`src/rtl/tdm_demux4.sv`:
```
// TDM receive demux: rebuilds four parallel channel samples from a
// slot-ordered beat stream aligned by a start-of-frame flag on slot 0.
module tdm_demux4 #(
    parameter int DATA_W = 8
) (
    input  logic              clk,
    input  logic              rst,
    input  logic              in_valid,
    input  logic [DATA_W-1:0] in_data,
    input  logic              in_sof,
    output logic [DATA_W-1:0] y0,
    output logic [DATA_W-1:0] y1,
    output logic [DATA_W-1:0] y2,
    output logic [DATA_W-1:0] y3,
    output logic              out_valid,
    output logic [1:0]        slot,
    output logic              locked,
    output logic              sync_err
);

    typedef enum logic {HUNT, RUN} state_t;

    state_t            state_q, state_d;
    logic [1:0]        slot_q, slot_d;
    logic [DATA_W-1:0] sh0_q, sh0_d, sh1_q, sh1_d, sh2_q, sh2_d;
    logic [DATA_W-1:0] y0_q, y0_d, y1_q, y1_d, y2_q, y2_d, y3_q, y3_d;
    logic              ov_q, ov_d, err_q, err_d;

    always_comb begin
        state_d = state_q;
        slot_d  = slot_q;
        sh0_d   = sh0_q;
        sh1_d   = sh1_q;
        sh2_d   = sh2_q;
        y0_d    = y0_q;
        y1_d    = y1_q;
        y2_d    = y2_q;
        y3_d    = y3_q;
        ov_d    = 1'b0;
        err_d   = 1'b0;
        if (in_valid) begin
            if (state_q == HUNT) begin
                if (in_sof) begin
                    sh0_d   = in_data;
                    slot_d  = 2'd1;
                    state_d = RUN;
                end
            end else if (in_sof && slot_q != 2'd0) begin
                // Early SOF restarts the frame on this beat
                err_d  = 1'b1;
                sh0_d  = in_data;
                slot_d = 2'd1;
            end else if (!in_sof && slot_q == 2'd0) begin
                err_d   = 1'b1;
                slot_d  = 2'd0;
                state_d = HUNT;
            end else begin
                unique case (slot_q)
                    2'd0: sh0_d = in_data;
                    2'd1: sh1_d = in_data;
                    2'd2: sh2_d = in_data;
                    2'd3: begin
                        y0_d = sh0_q;
                        y1_d = sh1_q;
                        y2_d = sh2_q;
                        y3_d = in_data;
                        ov_d = 1'b1;
                    end
                endcase
                slot_d = slot_q + 2'd1;
            end
        end
    end

    always_ff @(posedge clk) begin
        if (rst) begin
            state_q <= HUNT;
            slot_q  <= '0;
            sh0_q   <= '0;
            sh1_q   <= '0;
            sh2_q   <= '0;
            y0_q    <= '0;
            y1_q    <= '0;
            y2_q    <= '0;
            y3_q    <= '0;
            ov_q    <= 1'b0;
            err_q   <= 1'b0;
        end else begin
            state_q <= state_d;
            slot_q  <= slot_d;
            sh0_q   <= sh0_d;
            sh1_q   <= sh1_d;
            sh2_q   <= sh2_d;
            y0_q    <= y0_d;
            y1_q    <= y1_d;
            y2_q    <= y2_d;
            y3_q    <= y3_d;
            ov_q    <= ov_d;
            err_q   <= err_d;
        end
    end

    assign y0        = y0_q;
    assign y1        = y1_q;
    assign y2        = y2_q;
    assign y3        = y3_q;
    assign out_valid = ov_q;
    assign sync_err  = err_q;
    assign slot      = slot_q;
    assign locked    = (state_q == RUN);

endmodule

```
`config.mk`:
```
export PLATFORM = sky130hd
export DESIGN_NAME = tdm_demux4
export DESIGN_NICKNAME = d
export VERILOG_FILES = /design/src/rtl/tdm_demux4.sv
export SDC_FILE = /design/constraint.sdc
export NUM_CORES = 1
export LEC_CHECK = 0
export BUFFER_PORTS_ARGS = -buffer_cell sky130_fd_sc_hd__buf_2
export CELL_PAD_IN_SITES_DETAIL_PLACEMENT = 0
export CELL_PAD_IN_SITES_GLOBAL_PLACEMENT = 2
export CORE_MARGIN = 2
export CORE_UTILIZATION = 31
export DETAILED_ROUTE_END_ITERATION = 10
export HOLD_SLACK_MARGIN = 0.05
export PLACE_DENSITY_LB_ADDON = 0.1
export SETUP_SLACK_MARGIN = 0.5
export SLEW_MARGIN = 40
export SYNTH_ARGS = -nofsm -noshare
export SYNTH_HDL_FRONTEND = slang
export SYNTH_SLANG_ARGS = --single-unit
```
`constraint.sdc`:
```
create_clock -name clk -period 2 [get_ports clk]
set_input_delay 0.1 -clock clk [delete_from_list [all_inputs] [get_ports clk]]
set_output_delay 0.1 -clock clk [all_outputs]
set_load 0.1 [all_outputs]
```
* Word-level counts from Yosys, hierarchy flattened
Index checks and enable logic that the tools add are counted.
Word-level totals: bits in registers 61, latch bits 0, RAM bits 0, ROM bits 0, input bits 12, output and inout bits 37, memories 0
Cells by class: $add $sub $neg 1, $mul 0, divide/modulo/power cells 0, magnitude comparators 0, equality and inequality tests 5, shift-type cells 0, multiplexer cells 16, bitwise operators 4, reduce and logical (&&, ||, !) cells 13
Operator list (count):
- $mux 8 | 5
- $reduce_and 5->1 | 3
- $mux 2 | 4
- $mux 1 | 7
- $reduce_or 5->1 | 1
- $eq 2x2->1 const B | 2
- $not 1->1 | 4
- $reduce_and 4->1 | 1
- $reduce_bool 2->1 | 2
- $ne 3x1->1 const B | 1
- $ne 3x3->1 const B | 1
- $reduce_or 3->1 | 1
- $add 2x1->2 const B | 1
- $eq 2x1->1 const B | 1
- $logic_and 1x1->1 | 2
- $logic_not 2->1 | 1
- $reduce_and 2->1 | 1
- $logic_not 1->1 | 1

* Longest topological paths before layout
depth in word-level cells 5, depth in mapped cells 8, mapped depth without buffers 6

* Worst setup path after synthesis
OpenSTA, ideal clock, no wires.
path type flip-flop to flip-flop, start point register slot_q[0] (netlist: slot[0]), end point register y3_q[1] (netlist: y3[1]), arrival time 2342 ps, data required time 1862 ps, slack -480 ps, cell stages (with the launch flop) 9, buffers on the path 2, period minus slack after synthesis 2480 ps, cells stage by stage dfxtp_1 -> inv_1 -> ha_1 -> ha_1 -> and4_1 -> buf_4 -> buf_6 -> nand2_1 -> a21oi_2
On the way: longest elaborated chain between the ends 4, elaborated cells between the ends (all ways) 8, classes of those cells eq/ne (1); bitwise (2); reduce/logical (5)
Ends and longest elaborated chain:
- start: declaration | RTL line 24 | logic [1:0] slot_q, slot_d;
- start signal: assignment | RTL line 90 | slot_q <= slot_d;
- $logic_not 2->1 or $reduce_bool 2->1 (tied branches) | RTL line 53, 48
- $logic_and 1x1->1, on equally long branches | RTL line 53, 48
- $not 1->1 (no source line)
- $reduce_and 5->1 (no source line) *
- end signal: assignment | RTL line 97 | y3_q <= y3_d;
- end: declaration | RTL line 26 | logic [DATA_W-1:0] y0_q, y0_d, y1_q, y1_d, y2_q, y2_d, y3_q, y3_d;
Mark *: on every way between the ends. The rest lies on a longest branch, timed or not. A chain may end at the register's enable or synchronous reset.

* Final worst setup path
start point register slot_q[0] (netlist: slot[0]), end point register y0_q[1] (netlist: y0[1])
On the way: longest elaborated chain between the ends 4, elaborated cells between the ends (all ways) 8, classes of those cells eq/ne (1); bitwise (2); reduce/logical (5)
Ends and longest elaborated chain:
- $logic_not 2->1 or $reduce_bool 2->1 (tied branches) | RTL line 53, 48
- $logic_and 1x1->1, on equally long branches | RTL line 53, 48
- $not 1->1 (no source line)
- $reduce_and 5->1 (no source line) *
- end signal: assignment | RTL line 94 | y0_q <= y0_d;
- end: declaration | RTL line 26
Marked as above.

==> results.sh <==
export IMPL_areaGrowthSynthToFinish_pct=41.1
export IMPL_synth_top_area_frac=0.528
export IMPL_setup_viol=0
export IMPL_cts_buffers=9
export IMPL_synth_top_area_cell="dfxtp_1"
export IMPL_vias_per_cell=4.49
export IMPL_track_usage=0.149
export IMPL_syn_area_per_cell_um2=8.25
export IMPL_antenna_found_initial=0
export IMPL_gp_congestion=0.728
export IMPL_status="complete, no violations"
export IMPL_slowest_delay_ps=360
export IMPL_grt_pass1_vias=1866
export IMPL_slew_headroom=0.669
export IMPL_synth_nets=299
export IMPL_yosysWarnings=0
export IMPL_first_pass_iters=4
export IMPL_gr_total_overflow=0
export IMPL_syn_inst=280
export IMPL_endpoint_kind="register"
export IMPL_port_buffers=48
export IMPL_ys_top_cells_by_area="dfxtp_1 (53%), nand2_1 (19%), a21oi_1 (10%)"
export IMPL_final_cell_mix="nand2_1 (85), dfxtp_1 (58), buf_2 (48)"
export IMPL_p_per_area_mw_per_mm2=736
export IMPL_die_h_um=90.3
export IMPL_path_cells="inv_4 -> ha_4 -> ha_4 -> buf_6 -> nand4_1 -> buf_6 -> clkbuf_16 -> nand2_2 -> a21oi_2"
export IMPL_worstReg2RegStart="slot[0]"
export IMPL_maxCapViolCount=0
export IMPL_critical_path_required_ps=2210
export IMPL_ys_seq_elements=61
export IMPL_finalNetCount=365
export IMPL_place_ws_ps=377
export IMPL_drt_iter0_drc=53
export IMPL_drive_above_1_share=0.405
export IMPL_vias=2022
export IMPL_path_clk_slew_ps=70
export IMPL_cp_buffers_inverters=4
export IMPL_num_antenna_cells=0
export IMPL_hpwl_mm=3.79
export IMPL_ys_async_sr_fraction=0
export IMPL_grt_pass1_wl_mm=9.49
export IMPL_grt_max_degree=29
export IMPL_cts_tree="done"
export IMPL_cts_root_buf="clkbuf_8"
export IMPL_ir_drop_mv=0.361
export IMPL_synth_yosys_seq_area_share=0.528
export IMPL_r2r_cells=9
export IMPL_worstSetupPathType="reg2reg"
export IMPL_synth_cell_types=21
export IMPL_power_w=0.00240
export IMPL_setup_tns_ps=0
export IMPL_clk_path_buf_depth=2
export IMPL_start_kind="register"
export IMPL_cts_num_sinks=61
export IMPL_cpLargestDelayFamily="buffers and inverters"
export IMPL_h_tree_depth=3
export IMPL_fin_hold_ws_ps=72.8
export IMPL_synth_edf_count=0
export IMPL_hold_depth=3
export IMPL_timing_rr_end="y0[1]"
export IMPL_leakage_nw=1.26
export IMPL_cp_slowest_cell="dfxtp_4"
export IMPL_n_fill_cell=781
export IMPL_tightest_slew_ps=500
export IMPL_arrival_ps=1820
export IMPL_finalWorstSetupSlack_ps=393
export IMPL_netlist_area_mm2=0.00231
export IMPL_pin_count=49
export IMPL_clock_skew_ps=7.60
export IMPL_rrSetupSlack_ps=390
export IMPL_hold_path_end="sh1_q[2]"
export IMPL_hp_start="in_data[2]"
export IMPL_final_common_cell="nand2_1"
export IMPL_initial_core_util=0.319
export IMPL_drcViolationCount=0
export IMPL_ant_nets=0
export IMPL_clk_latency_ps=330
export IMPL_slew_viol_final=0
export IMPL_wl_per_cell_um=13.8
export IMPL_die_w_um=90.3
export IMPL_rsz0062_at_grt="yes"
export IMPL_postRouteWirelength_mm=6.22
export IMPL_max_freq_ghz=0.622
export IMPL_synthFlopType="dfxtp_1"
export IMPL_finalHoldViolCount=0
export IMPL_hold_path_class="in2reg"
export IMPL_coreArea_mm2=0.00725
export IMPL_finalCritPeriodShare=0.804
export IMPL_rows=31
export IMPL_period_needed_ps=1610
export IMPL_die_area_mm2=0.00816
export IMPL_cp_max_fo=7
==> per-layer routing <==
layer  share of wire  GRT usage  vias up  wire length (µm)
met2            0.45      0.224       36              2770
met4           0.018     0.0769        0               109
li1                -          -     1044                 -
met5               0          0        -                 0
met1            0.50      0.202      933              3140
met3           0.032     0.0292        9               199
==> synthesized netlist by cell type (3+ instances only) <==
cell type / instances
nand4_1: 3
inv_1: 4
a21oi_1: 48
buf_4: 3
dfxtp_1: 61
buf_6: 4
nand2_1: 114
a21oi_2: 8
nor3_1: 3
clkbuf_1: 5
buf_2: 7
ha_1: 7
nor2_1: 3
and4_1: 3
==> kinds of logic (layout without fill, tap and decap cells) <==
family | Yosys count | count (layout) | share of synthesized area
AOI/OAI and AO/OA | 59 | 59 | 0.145
adders and majority gates | 7 | 7 | 0.0379
buffers and inverters | 23 | 94 | 0.0590
DFF | 61 | 61 | 0.528
and+or+nand+nor | 130 | 130 | 0.230
==> power by group <==
group	switching, W	leakage [nW]	internal, W
logic	0.000111	0.669	0.0000610
registers	0.0000110	0.494	0.00123
clock network	0.000478	0.0921	0.000511
total	0.000600	1.26	0.00180
==> stage by stage <==
| stage | cells | util | instance area, µm² |
|---|---|---|---|
| detailed placement | 414 | 0.364 | 2640 |
| CTS | 444 | 0.412 | 2990 |
| global placement | 414 | 0.364 | 2640 |
| floorplan | 280 | - | 2370 |
| finish | 450 | 0.450 | 3260 |
| global route | 450 | 0.450 | 3260 |
==> how the worst max path moves through the flow <==
| stage | startpoint | end | slack [ps] | cells past startpoint |
|---|---|---|---|---|
| after global routing | slot[0] | y1[3] | 340 | 9 |
| final | slot[0] | y0[1] | 390 | 9 |
| after global placement | slot[0] | sh1_q[2] | 410 | 6 |
| after CTS | slot[1] | y3[6] | 420 | 8 |
| after floorplan | slot[0] | y3[1] | 300 | 8 |
| after detailed placement | slot[0] | y1[4] | 380 | 7 |
==> flip-flops by register name (all words and copies together) (netlist names) <==
name,cells
sync_err,1
y0,8
locked,1
slot,2
y1,8
out_valid,1
y3,8
sh1_q,8
y2,8
sh0_q,8
sh2_q,8
==> worst reg2reg max path, cell delays in order, from the launching register on <==
cell and delay [ps]:
dfxtp_4 360, inv_4 40, ha_4 160, ha_4 270
buf_6 90, nand4_1 100, buf_6 180, clkbuf_16 180
nand2_2 60, a21oi_2 50
==> timing repair <==
item / CTS / global route
hold buffers: 5 / 0
setup buffers: 7 / 3
hold endpoints to repair: 13 / 0
gates cloned: 2 / 3
resized for setup: 15 / 59
pin swaps: 1 / 24
setup endpoints to repair: 48 / 48
==> final cells by class <==
| cell class | instances | area [µm²] | area share |
|---|---|---|---|
| multi-input cells | 196 | 1140 | 0.351 |
| well taps | 99 | 124 | 0.0380 |
| clock buffers | 12 | 155 | 0.0476 |
| clock inverters | 4 | 22.5 | 0.00691 |
| flip-flops and latches | 61 | 1230 | 0.377 |
| repair buffers | 74 | 566 | 0.173 |
| inverters | 4 | 20.0 | 0.00614 |
Power figures use the tool's default switching activity.
